File: config.mk
export PLATFORM = sky130hd
export DESIGN_NAME = intr_ctrl_nested
export DESIGN_NICKNAME = d
export VERILOG_FILES = /design/src/rtl/intr_ctrl_nested.sv
export SDC_FILE = /design/constraint.sdc
export NUM_CORES = 1
export LEC_CHECK = 0
export ABC_AREA = 1
export CORE_MARGIN = 4
export CORE_UTILIZATION = 49
export DETAILED_ROUTE_END_ITERATION = 6
export PLACE_DENSITY = 0.85
export SYNTH_ARGS = -nofsm -noshare
export SYNTH_HDL_FRONTEND = slang
export SYNTH_SLANG_ARGS = --single-unit
File: constraint.sdc
create_clock -name Clk -period 2.5 [get_ports Clk]
set_input_delay 0.5 -clock Clk [delete_from_list [all_inputs] [get_ports Clk]]
set_output_delay 0.5 -clock Clk [all_outputs]
set_load 0.01 [all_outputs]
File: src/rtl/intr_ctrl_nested.sv
// Prioritised, nesting interrupt controller: N_CH request lines funnelled onto one
// intr/inta handshake, with masking, pending/in-service tracking and non-specific EOI.
module intr_ctrl_nested #(
  parameter int                N_CH      = 8,
  parameter logic [N_CH-1:0]   EDGE_MASK = {N_CH{1'b1}},
  parameter int                VEC_W     = $clog2(N_CH + 1)
) (
  input  logic              Clk,
  input  logic              Reset,
  input  logic [N_CH-1:0]   irq,
  input  logic              mask_we,
  input  logic [N_CH-1:0]   mask_wdata,
  output logic              intr,
  input  logic              inta,
  output logic [VEC_W-1:0]  vector,
  output logic              vector_valid,
  input  logic              eoi,
  output logic [N_CH-1:0]   pending,
  output logic [N_CH-1:0]   in_service
);

  typedef enum logic [1:0] {IDLE, REQ, ACK} state_t;

  state_t             state_reg, state_next;
  logic               intr_reg, intr_next;
  logic [VEC_W-1:0]   vector_reg, vector_next;
  logic [N_CH-1:0]    mask_reg;
  logic [N_CH-1:0]    irq_prev_reg;
  logic [N_CH-1:0]    pending_reg, pending_next;
  logic [N_CH-1:0]    in_service_reg, in_service_next;

  logic [N_CH-1:0]    req_vec;
  logic [N_CH-1:0]    rise;
  logic [N_CH-1:0]    ack_onehot;
  logic [VEC_W-1:0]   hi_req;
  logic [VEC_W-1:0]   hi_isr;
  logic               eligible;
  logic               ack_take;

  assign req_vec = pending_reg & ~mask_reg;

  // Lowest index wins; N_CH stands for "nothing set".
  always_comb begin
    hi_req = VEC_W'(N_CH);
    hi_isr = VEC_W'(N_CH);
    for (int i = N_CH - 1; i >= 0; i--) begin
      if (req_vec[i])
        hi_req = VEC_W'(i);
      if (in_service_reg[i])
        hi_isr = VEC_W'(i);
    end
  end

  assign eligible = (|req_vec) && (hi_req < hi_isr);

  always_comb begin
    state_next  = state_reg;
    intr_next   = intr_reg;
    vector_next = vector_reg;
    ack_take    = 1'b0;
    case (state_reg)
      IDLE: begin
        if (eligible) begin
          state_next = REQ;
          intr_next  = 1'b1;
        end
      end
      REQ: begin
        // Priority is re-resolved at the acknowledge; intr is never withdrawn early.
        if (inta) begin
          state_next = ACK;
          intr_next  = 1'b0;
          if (eligible) begin
            ack_take    = 1'b1;
            vector_next = hi_req;
          end else begin
            vector_next = VEC_W'(N_CH);
          end
        end
      end
      ACK: state_next = IDLE;
      default: state_next = IDLE;
    endcase
  end

  generate
    for (genvar gi = 0; gi < N_CH; gi++) begin : g_ch
      assign rise[gi]       = irq[gi] & ~irq_prev_reg[gi];
      assign ack_onehot[gi] = ack_take && (hi_req == VEC_W'(gi));
      // Edge channels keep a coincident new edge even when acknowledged this cycle.
      if (EDGE_MASK[gi]) begin : g_edge
        assign pending_next[gi] = (pending_reg[gi] & ~ack_onehot[gi]) | rise[gi];
      end else begin : g_level
        assign pending_next[gi] = irq[gi];
      end
    end
  endgenerate

  // EOI retires the highest-priority in-service bit before a new one is added.
  assign in_service_next = (eoi ? (in_service_reg & (in_service_reg - N_CH'(1)))
                                : in_service_reg) | ack_onehot;

  always_ff @(posedge Clk or posedge Reset) begin
    if (Reset) begin
      state_reg      <= IDLE;
      intr_reg       <= 1'b0;
      vector_reg     <= '0;
      mask_reg       <= '1;
      irq_prev_reg   <= '0;
      pending_reg    <= '0;
      in_service_reg <= '0;
    end else begin
      state_reg      <= state_next;
      intr_reg       <= intr_next;
      vector_reg     <= vector_next;
      irq_prev_reg   <= irq;
      pending_reg    <= pending_next;
      in_service_reg <= in_service_next;
      if (mask_we)
        mask_reg <= mask_wdata;
    end
  end

  assign intr         = intr_reg;
  assign vector       = vector_reg;
  assign vector_valid = (state_reg == ACK);
  assign pending      = pending_reg;
  assign in_service   = in_service_reg;

endmodule

==> reports/metrics.cfg <==
[outcome]
status=complete, no violations

[layout]
fin_nets=294
drive_gt1_frac=0.137
multi_input_comb_area_um2=696
fillers=278
final-seq-area_um2=986
syn_to_final_growth_pct=34.2
antennaDiodeCount=0
design_area_um2=2440
finish.utilization=0.702

[worst_setup_path]
startpoint_type=flop
cp.arrival_ns=2.59
reg2reg_to=in_service[1]
path_class=reg2reg
rrSetupSlack_ns=0.12
crit_required_ns=2.71
cp_max_fo=6
worstRegToRegCells=12
timing.rr.start=mask_reg[2]
endpoint_kind=flop

[synth]
ys_async_sr_fraction=1.00
syn_area_um2=1820
yosysTopAreaCell=dfrtp_1
netlist_instances=218
synth-xor-area-share=0
synth-edff-count=0
synthAdderAreaFrac=0.0207
synth_flop_cell=dfrtp_1
synth_area_leaders=dfrtp_1 43%, nand2_1 15%, dfstp_2 12%
synth_top_family_by_area=simple AND/OR/NAND/NOR gates
synthSimpleGateAreaFrac=0.268
synth_compound_area_frac=0.0703
ys_warn_count=0
synth.most_common_cell=nand2_1
synth_top_cell_area_share=0.427
synth_commonest_cells=71 x nand2_1, 37 x inv_1, 31 x dfrtp_1
ys_ff_latch=39
syn_avg_cell_area_um2=8.33
syn_nets=242
synth.distinct_cells=24
ys_seq_area_frac=0.543
synthMuxAreaShare=0.0124

[clock_network]
clock_sinks=39
cts_buffer_depth=2
htree_levels=2
cts_tree=built
clock-root-buffer=clkbuf_8
clk_pin_slew_worst_paths_ns=0.07
cts_buffers=5
cts-hold-fix-buffers=0
clk_latency_ns=0.29

[timing]
fin_crit_ns=2.38
tns_ns=0
maxSlewHeadroom=0.689
min_period_over_period=0.954
final_hold_viol_count=0
max_freq_mhz=419
setup_viol=0
worst_pin_slew_ns=0.467
clock_skew_ns=0.00462
slew_violations=0

[routing]
ant_nets=0
wl_met2_um=1920
m1WireLength_um=1640
wl_met3_um=198
vias_per_cell=4.88
drt-total-wl_um=3800
drc=0
dr.pass1.iters=4
top_layer=met4
num_vias=1547
drt_iter0_drc=64
avgRoutedWirePerCell_um=12.0

[floorplanning]
num_rows=21
die-area_um2=4740
die_h_um=68.9
ioPinCount=43
die_w_um=68.9
core_um2=3470
start_util=0.523

[grt]
antenna_found_initial=0
grt_pass1_wl_um=6260
grt_pass1_vias=1473
grt-ovfl-total=0
grt_max_degree=40
grt.total_usage=0.183

[placement]
portBuffers=42
dpl_cell_area_um2=2300
gp_congestion=0.833
hpwl_um=2880

[hold_path]
hold-path-endpoint=pending[4]
hold_path.class=reg2reg
hold_depth=3
min_from=irq_prev_reg[4]

[pwr]
leakage_nw=1.25
powerDensity_nw_per_um2=896
peakVddDrop_v=0.000441

[run]
cap_violations=0

## placed cells by master, fill, tap and decap left out
cell type | Yosys | final
clkdlybuf4s50_1 | 0 | 42
nor3_1 | 4 | 4
clkinv_2 | 1 | 2
o21ai_2 | 1 | 1
buf_6 | 0 | 1
o31ai_1 | 1 | 1
nor3_4 | 0 | 1
a31oi_1 | 1 | 1
clkbuf_1 | 1 | 1
nand2_1 | 71 | 70
clkbuf_8 | 0 | 6
ha_4 | 0 | 1
a211oi_4 | 1 | 1
o21ai_0 | 15 | 15
nand2_4 | 1 | 1
ha_1 | 3 | 2
nor2_1 | 13 | 13
dfstp_2 | 8 | 8
dfrtp_1 | 31 | 31
buf_4 | 0 | 3
inv_2 | 1 | 1
inv_1 | 37 | 37
nand4_1 | 8 | 8
nand2_2 | 3 | 4
clkinv_1 | 1 | 1
nand3_1 | 6 | 6
mux2_2 | 2 | 2
a21oi_1 | 2 | 2
nor2_2 | 5 | 5
## per-stage QoR
step / setup WS (ns) / hold slack, ns / instances / total power [mW]
floorplan: 0.320 / 0.455 / 218 / 1.39
global placement: 0.0561 / 0.459 / 306 / 1.70
detailed placement: -0.0253 / 0.467 / 306 / 1.73
CTS: 0.0975 / 0.479 / 316 / 2.15
global route: -0.00976 / 0.505 / 317 / 2.35
finish: 0.115 / 0.481 / 317 / 2.18
## repair_timing
item                                    4_1_cts  5_1_grt
setup buffers                                 2        1
endpoints found under the setup margin        2       10
gates resized for setup                       0        4
pin swaps                                     1        3
## cell type report
class                      instances  area share
clock inverter                     1     0.00205
multi-input combinational        138       0.286
tap                               46      0.0236
timing repair buffer              46       0.186
inverter                          40      0.0621
sequential                        39       0.405
clock buffer                       7      0.0354
## cells by family (layout without fill, tap and decap cells)
family	Yosys count	after routing
AND/OR/NAND/NOR	112	112
buffers and inverters	41	94
AO/OA/AOI/OAI	21	21
flip-flops	39	39
multiplexers	2	2
adder cells (fa/ha/maj)	3	3
## worst max path at each step
stage,start,to,cells after the start
after floorplan,mask_reg[1],pending[2],11
after global placement,mask_reg[1],pending[1],11
after detailed placement,mask_reg[2],pending[1],11
after CTS,mask_reg[2],pending[1],12
after global routing,mask_reg[3],pending[0],12
final,mask_reg[2],in_service[1],12
## per-layer routing
metal  GRT usage  vias to the layer above
li1            -                      779
met1       0.215                      721
met2       0.320                       42
met3      0.0583                        5
met4      0.0511                        0
met5           0                        -
## where the power goes
group          switching, mW  total, mW  internal (mW)  leakage (nW)
registers             0.0855      0.840          0.755         0.447
logic                  0.528      0.919          0.391         0.751
clock network          0.201      0.423          0.222        0.0482
## critical path, stage by stage (launching register included)
cell and delay (ns):
dfstp_2 0.53, inv_1 0.05, nand2_1 0.07, nand2_1 0.08, nor2_2 0.13, clkinv_2 0.12
nor3_4 0.28, ha_4 0.26, a211oi_4 0.27, buf_6 0.15, nand4_1 0.14, buf_4 0.18
o21ai_0 0.06
(Power assumes the default switching activity.)
